`src/rtl/tcam_mp_pkg.sv`:
```
// Shared definitions for the multi-port ternary CAM.
//   tcam_aw     : address width for a given entry count (minimum 1 bit)
//   match_res_t : per-channel match result {hit, multi, addr}; addr is sized
//                 for the largest supported table (256 entries) and narrowed
//                 by the user.
package tcam_mp_pkg;

  localparam int ADDR_MAX_W = 8;

  function automatic int tcam_aw(input int items);
    return (items > 1) ? $clog2(items) : 1;
  endfunction

  typedef struct packed {
    logic                  hit;
    logic                  multi;
    logic [ADDR_MAX_W-1:0] addr;
  } match_res_t;

endpackage

```
`src/rtl/tcam_mp_prio_enc.sv`:
```
// Combinational priority encoder for one match channel.
//   vec   : per-entry hit vector (ITEMS bits)
//   idx   : lowest set index, 0 when vec is empty
//   any   : at least one bit set
//   multi : two or more bits set
module tcam_mp_prio_enc
  import tcam_mp_pkg::*;
#(
  parameter int ITEMS = 16,
  localparam int AW = tcam_aw(ITEMS)
) (
  input  logic [ITEMS-1:0] vec,
  output logic [AW-1:0]    idx,
  output logic             any,
  output logic             multi
);

  always_comb begin
    idx   = '0;
    any   = 1'b0;
    multi = 1'b0;
    // Scan downwards so the last assignment wins with the lowest index.
    for (int i = ITEMS - 1; i >= 0; i--) begin
      if (vec[i]) idx = AW'(i);
    end
    // A second hit after any earlier one means popcount >= 2.
    for (int i = 0; i < ITEMS; i++) begin
      multi = multi | (any & vec[i]);
      any   = any | vec[i];
    end
  end

endmodule

```
`src/rtl/tcam_mp.sv`:
```
// Register-based ternary CAM with per-entry valid bits, MATCH_PORTS
// independent lookup channels, entry erase and flash clear.
//   CLK/RST               : clock, asynchronous active-high reset
//   WRITE_*               : install (WRITE_VALID=1) or erase (0) one entry
//   CLEAR_EN              : invalidate all entries (a same-cycle write wins for its address)
//   READ_*                : read back data/mask/valid, latency 1+OUTPUT_READ_REGS
//   MATCH_DATA/MATCH_EN   : per-channel keys and requests
//   MATCH_OUT_*           : per-channel hit/multi/lowest-address, latency 2
//   *_RDY                 : high whenever out of reset; no back-pressure
module tcam_mp
  import tcam_mp_pkg::*;
#(
  parameter int DATA_WIDTH         = 16,
  parameter int ITEMS              = 16,
  parameter int MATCH_PORTS        = 2,
  parameter bit WRITE_BEFORE_MATCH = 1'b0,
  parameter bit OUTPUT_READ_REGS   = 1'b1,
  localparam int AW = tcam_aw(ITEMS)
) (
  input  logic                            CLK,
  input  logic                            RST,
  input  logic [AW-1:0]                   WRITE_ADDR,
  input  logic [DATA_WIDTH-1:0]           WRITE_DATA,
  input  logic [DATA_WIDTH-1:0]           WRITE_MASK,
  input  logic                            WRITE_VALID,
  input  logic                            WRITE_EN,
  output logic                            WRITE_RDY,
  input  logic                            CLEAR_EN,
  input  logic [AW-1:0]                   READ_ADDR,
  input  logic                            READ_EN,
  output logic                            READ_RDY,
  output logic [DATA_WIDTH-1:0]           READ_DATA,
  output logic [DATA_WIDTH-1:0]           READ_MASK,
  output logic                            READ_VALID,
  output logic                            READ_DATA_VLD,
  input  logic [MATCH_PORTS*DATA_WIDTH-1:0] MATCH_DATA,
  input  logic [MATCH_PORTS-1:0]          MATCH_EN,
  output logic                            MATCH_RDY,
  output logic [MATCH_PORTS-1:0]          MATCH_OUT_HIT,
  output logic [MATCH_PORTS-1:0]          MATCH_OUT_MULTI,
  output logic [MATCH_PORTS*AW-1:0]       MATCH_OUT_ADDR,
  output logic [MATCH_PORTS-1:0]          MATCH_OUT_VLD
);

  logic rdy;
  assign rdy       = ~RST;
  assign WRITE_RDY = rdy;
  assign READ_RDY  = rdy;
  assign MATCH_RDY = rdy;

  logic [DATA_WIDTH-1:0] data_q [ITEMS];
  logic [DATA_WIDTH-1:0] mask_q [ITEMS];
  logic [ITEMS-1:0]      valid_q, valid_nxt;
  logic                  wr, wr_set;

  assign wr     = WRITE_EN & rdy;
  assign wr_set = wr & WRITE_VALID;

  always_comb begin
    valid_nxt = (CLEAR_EN && rdy) ? '0 : valid_q;
    if (wr) valid_nxt[WRITE_ADDR] = WRITE_VALID;
  end

  always_ff @(posedge CLK or posedge RST) begin
    if (RST) valid_q <= '0;
    else     valid_q <= valid_nxt;
  end

  // Erase leaves data/mask untouched so they stay readable.
  always_ff @(posedge CLK) begin
    if (wr_set) begin
      data_q[WRITE_ADDR] <= WRITE_DATA;
      mask_q[WRITE_ADDR] <= WRITE_MASK;
    end
  end

  // Table as seen by matches this cycle: either the registered state or the
  // state being written now.
  logic [DATA_WIDTH-1:0] view_data [ITEMS];
  logic [DATA_WIDTH-1:0] view_mask [ITEMS];
  logic [ITEMS-1:0]      view_valid;

  always_comb begin
    view_valid = WRITE_BEFORE_MATCH ? valid_nxt : valid_q;
    for (int i = 0; i < ITEMS; i++) begin
      view_data[i] = data_q[i];
      view_mask[i] = mask_q[i];
      if (WRITE_BEFORE_MATCH && wr_set && (WRITE_ADDR == AW'(i))) begin
        view_data[i] = WRITE_DATA;
        view_mask[i] = WRITE_MASK;
      end
    end
  end

  logic [ITEMS-1:0] hit_vec [MATCH_PORTS];

  always_comb begin
    for (int c = 0; c < MATCH_PORTS; c++) begin
      hit_vec[c] = '0;
      for (int i = 0; i < ITEMS; i++) begin
        hit_vec[c][i] = view_valid[i] &&
          (((MATCH_DATA[c*DATA_WIDTH +: DATA_WIDTH] ^ view_data[i]) & view_mask[i]) == '0);
      end
    end
  end

  // ---- stage 1: per-channel hit vectors ----
  logic [ITEMS-1:0]       hit_p1 [MATCH_PORTS];
  logic [MATCH_PORTS-1:0] vld_p1;

  always_ff @(posedge CLK or posedge RST) begin
    if (RST) vld_p1 <= '0;
    else     vld_p1 <= MATCH_EN;
  end

  always_ff @(posedge CLK) begin
    for (int c = 0; c < MATCH_PORTS; c++) hit_p1[c] <= hit_vec[c];
  end

  logic [AW-1:0]          enc_idx [MATCH_PORTS];
  logic [MATCH_PORTS-1:0] enc_any, enc_multi;

  for (genvar c = 0; c < MATCH_PORTS; c++) begin : g_enc
    tcam_mp_prio_enc #(.ITEMS(ITEMS)) u_enc (
      .vec   (hit_p1[c]),
      .idx   (enc_idx[c]),
      .any   (enc_any[c]),
      .multi (enc_multi[c])
    );
  end

  // ---- stage 2: encoded results ----
  match_res_t             res_p2 [MATCH_PORTS];
  logic [MATCH_PORTS-1:0] vld_p2;

  always_ff @(posedge CLK or posedge RST) begin
    if (RST) begin
      vld_p2 <= '0;
      for (int c = 0; c < MATCH_PORTS; c++) res_p2[c] <= '0;
    end else begin
      vld_p2 <= vld_p1;
      for (int c = 0; c < MATCH_PORTS; c++) begin
        if (vld_p1[c]) begin
          res_p2[c].hit   <= enc_any[c];
          res_p2[c].multi <= enc_multi[c];
          res_p2[c].addr  <= ADDR_MAX_W'(enc_idx[c]);
        end
      end
    end
  end

  logic unused_addr_bits;

  always_comb begin
    unused_addr_bits = 1'b0;
    for (int c = 0; c < MATCH_PORTS; c++) begin
      MATCH_OUT_HIT[c]             = res_p2[c].hit;
      MATCH_OUT_MULTI[c]           = res_p2[c].multi;
      MATCH_OUT_ADDR[c*AW +: AW]   = res_p2[c].addr[AW-1:0];
      unused_addr_bits             = unused_addr_bits ^ (^res_p2[c].addr);
    end
  end
  assign MATCH_OUT_VLD = vld_p2;

  // ---- read stage 1: registered table contents ----
  logic [DATA_WIDTH-1:0] rd_data_p1, rd_mask_p1;
  logic                  rd_valid_p1, rd_vld_p1;

  always_ff @(posedge CLK or posedge RST) begin
    if (RST) begin
      rd_vld_p1   <= 1'b0;
      rd_data_p1  <= '0;
      rd_mask_p1  <= '0;
      rd_valid_p1 <= 1'b0;
    end else begin
      rd_vld_p1 <= READ_EN;
      if (READ_EN) begin
        rd_data_p1  <= data_q[READ_ADDR];
        rd_mask_p1  <= mask_q[READ_ADDR];
        rd_valid_p1 <= valid_q[READ_ADDR];
      end
    end
  end

  if (OUTPUT_READ_REGS) begin : g_rd_reg
    // ---- read stage 2: optional output register ----
    logic [DATA_WIDTH-1:0] rd_data_p2, rd_mask_p2;
    logic                  rd_valid_p2, rd_vld_p2;

    always_ff @(posedge CLK or posedge RST) begin
      if (RST) begin
        rd_vld_p2   <= 1'b0;
        rd_data_p2  <= '0;
        rd_mask_p2  <= '0;
        rd_valid_p2 <= 1'b0;
      end else begin
        rd_vld_p2 <= rd_vld_p1;
        if (rd_vld_p1) begin
          rd_data_p2  <= rd_data_p1;
          rd_mask_p2  <= rd_mask_p1;
          rd_valid_p2 <= rd_valid_p1;
        end
      end
    end

    assign READ_DATA     = rd_data_p2;
    assign READ_MASK     = rd_mask_p2;
    assign READ_VALID    = rd_valid_p2;
    assign READ_DATA_VLD = rd_vld_p2;
  end else begin : g_rd_direct
    assign READ_DATA     = rd_data_p1;
    assign READ_MASK     = rd_mask_p1;
    assign READ_VALID    = rd_valid_p1;
    assign READ_DATA_VLD = rd_vld_p1;
  end

endmodule

```
`config.mk`:
```
export PLATFORM = sky130hd
export DESIGN_NAME = tcam_mp
export DESIGN_NICKNAME = d
export VERILOG_FILES = /design/src/rtl/tcam_mp_pkg.sv /design/src/rtl/tcam_mp_prio_enc.sv /design/src/rtl/tcam_mp.sv
export SDC_FILE = /design/constraint.sdc
export NUM_CORES = 1
export LEC_CHECK = 0
export BUFFER_PORTS_ARGS = -buffer_cell sky130_fd_sc_hd__buf_4
export CORE_ASPECT_RATIO = 1.1
export CORE_MARGIN = 1
export CORE_UTILIZATION = 65
export DETAILED_ROUTE_END_ITERATION = 8
export GPL_ROUTABILITY_DRIVEN = 0
export MAX_ROUTING_LAYER = met4
export PLACE_DENSITY = 0.84
export SKIP_LAST_GASP = 1
export SYNTH_ARGS = -nofsm -noshare
export SYNTH_HDL_FRONTEND = slang
export SYNTH_SLANG_ARGS = --single-unit
```
`constraint.sdc`:
```
create_clock -name CLK -period 5.9 [get_ports CLK]
set_input_delay 0.885 -clock CLK [delete_from_list [all_inputs] [get_ports CLK]]
set_output_delay 0.885 -clock CLK [all_outputs]
set_load 0.02 [all_outputs]
```
==> flow_summary.yaml <==
floorplan:
  start_util_pct: 66.3
  pin_count: 131
  rows: 84
  fp.dieArea_um2: 50000
  die_h_um: 234
  die_w_um: 213
  core_region_area_um2: 48100
cells_and_area:
  multiInputGateArea_um2: 12700
  regArea_um2: 18500
  final_cell_mix: "512 x xor2_1, 512 x edfxtp_1, 147 x a22oi_1"
  drive_gt1_share_pct: 21.8
  n_fill_cell: 2881
  final_cell_count_no_fill: 2938
  fin_util_pct: 73.9
  nets: 2312
  area_delta_synth_final_pct: 11.5
sta:
  min_period_over_period_pct: 46.7
  hold_violations: 0
  finalCriticalPeriod_ps: 2760
  worst_pin_slew_ps: 1200
  slew_headroom_pct: 19.9
  maxSlewViolCount: 0
  tns_ps: 0
  rsz0062_at_grt: "false"
  skew_ps: 29.5
  max_freq_mhz: 363
  finalSetupViolCount: 0
worst_setup_path:
  regToRegStartpoint: "data_q[5][5]$_DFFE_PP_"
  cp.arrival_ps: 3230
  worstReg2RegEnd: "hit_p1[0][5]$_DFF_P_"
  critical_path.max_stage_delay_ps: 670
  startpoint_type: "input port"
  slowest_stage: "clkbuf_8"
  worstSetupPathType: "in2reg"
  r2r_slack_ps: 3650
  path_cells: "clkbuf_8, buf_12, mux4_2, mux2_2, a22oi_1, o21ai_1"
  crit_path_end_kind: "flip-flop"
  cp_max_fo: 80
  crit_required_ps: 6370
  r2r_cells: 5
logic_synthesis:
  synth_area_um2: 31900
  syn_area_per_cell_um2: 14.8
  ys_seq_area_share_pct: 58.1
  synthArstFlopShare_pct: 15.5
  syn_nets: 2236
  synth_cells: 2156
  synth_edf_count: 512
  synth-seq-cells: 644
  ys.flop_type: "edfxtp_1"
  yosys_warnings: 0
  synthDistinctLibCells: 58
clocking:
  cts_resized: 0
  clk-insertion-delay-late_ps: 640
  htreeDepth: 3
  cts_buffers: 68
  cts_tree: "built"
  ctsHoldBuffers: 0
  clk_pin_slew_worst_paths_ps: 60
  clock_path_buffers: 3
  cts_setup_buffers: 0
  numClockSinks: 644
  cts_root_buf: "clkbuf_16"
placed_design:
  dp.cells: 2807
  hpwlAfterDp_um: 68200
  numPortBuffers: 130
route:
  vias: 21700
  wire_per_inst_um: 34.1
  totalWireLength_um: 100000
  drc: 0
  drt_iter0_markers: 3593
  final_antenna_net_count: 0
  drtPass1Iterations: 7
  viasPerCell: 7.39
global_routing:
  grt_overflow: 0
  grtUsageTotal_pct: 42.4
  grt_max_degree: 86
  antenna_found_initial: 5
  grt_pass1_wl_um: 145000
  grt_pass1_vias: 21800
flow_run:
  cap_violations: 0
status:
  status: "finished clean"
worst_hold_path:
  hold_class: "in2async"
power_and_ir_drop:
  power.leakage_nw: 12.7
  peakVddDrop_mv: 0.309
  power_density_nw_per_um2: 296
-- stage by stage --
step | total power, mW | worst slack [ps] | instance area (um2) | hold slack, ps
finish | 10.5 | 3140 | 35600 | 360
global placement | 6.13 | 2480 | 33300 | 485
detailed placement | 6.16 | 2440 | 33300 | 494
global route | 10.7 | 2970 | 35600 | 363
floorplan | 5.75 | 1490 | 31900 | 352
CTS | 10.5 | 3050 | 35500 | 369
-- power by group --
part / total [mW] / switching [mW] / internal (mW) / leakage, nW
clock: 4.42 / 1.85 / 2.57 / 1.10
sequential: 5.11 / 0.102 / 5.00 / 6.13
combinational: 1.00 / 0.614 / 0.386 / 5.48
-- metal layers --
| layer | part of all wire (%) | wire (um) | global-route usage (%) |
|---|---|---|---|
| met5 | 0 | 0 | - |
| met4 | 8.5 | 8460 | 29.1 |
| met3 | 13 | 13400 | 12.5 |
| met2 | 46 | 45700 | 63.6 |
| met1 | 32 | 32500 | 49.6 |
-- critical path: cells and delay by family --
family | cells | cell delay (ps)
buffers and inverters | 2 | 1060
multiplexers | 2 | 920
AO/OA/AOI/OAI | 2 | 270
-- Yosys cell counts (all sizes together) (3+ instances only) --
cell    count  area share [%]
mux4      132             9.3
mux2      100             3.5
o32ai       4            0.11
nor2       61            0.72
nand2      42            0.49
o22ai       3           0.059
edfxtp    512              48
buf        53            0.99
dfxtp      32             2.0
a22o       40             1.1
a31oi       3           0.059
clkbuf     78            0.92
inv        48            0.56
nand2b      6            0.12
o21ai      52            0.82
o311ai      4            0.11
a21oi      12            0.19
a211oi      3           0.071
o31ai       5            0.12
nand4      58             1.1
o211ai     12            0.28
maj3        4            0.13
a221oi     40             1.1
a22oi     147             3.5
nor4        8            0.22
and4b       8            0.25
dfrtp     100             7.8
nand3b      3           0.071
or2         3           0.059
xor2      512              14
or3         6            0.12
nor3        5           0.078
nand3       5           0.078
a222oi     32             1.0
a211o       3           0.082
-- registers in the layout, summed over array words and instances (netlist names) --
name,flops
data_q,256
mask_q,256
hit_p1,32
READ_DATA,16
READ_MASK,16
rd_data_p1,16
rd_mask_p1,16
valid_q,16
MATCH_OUT_ADDR,8
MATCH_OUT_HIT,2
MATCH_OUT_MULTI,2
MATCH_OUT_VLD,2
vld_p1,2
READ_DATA_VLD,1
READ_VALID,1
rd_valid_p1,1
rd_vld_p1,1
-- worst max-delay path by stage --
stage                             from                         end  slack, ps  cells past startpoint
after floorplan                    RST                    READ_RDY       1490                      2
after global placement    READ_ADDR[0]   rd_data_p1[3]$_DFFE_PP0P_       2480                      6
after detailed placement  READ_ADDR[0]   rd_data_p1[3]$_DFFE_PP0P_       2440                      6
after CTS                 READ_ADDR[0]  rd_data_p1[10]$_DFFE_PP0P_       3050                      6
after global routing      READ_ADDR[0]   rd_data_p1[8]$_DFFE_PP0P_       2970                      6
final                     READ_ADDR[0]   rd_data_p1[8]$_DFFE_PP0P_       3140                      6
-- logic make-up after synthesis --
family,share of synthesized area (%)
AOI/OAI and AO/OA,8.95
xor gates and xnor gates,14.1
adders and majority gates,0.126
buffers and inverters,2.48
DFF,58.1
muxes,12.9
and+or+nand+nor,3.48
-- cell type report --
class,count,share of cell area (%)
Antenna cell,6,0.0422
Clock buffer,85,5.15
Clock inverter,40,1.21
Inverter,48,0.514
Multi-Input combinational cell,1333,35.7
Sequential cell,644,52.1
Tap cell,645,2.27
Timing Repair Buffer,137,2.99
Power figures use the tool's default switching activity.
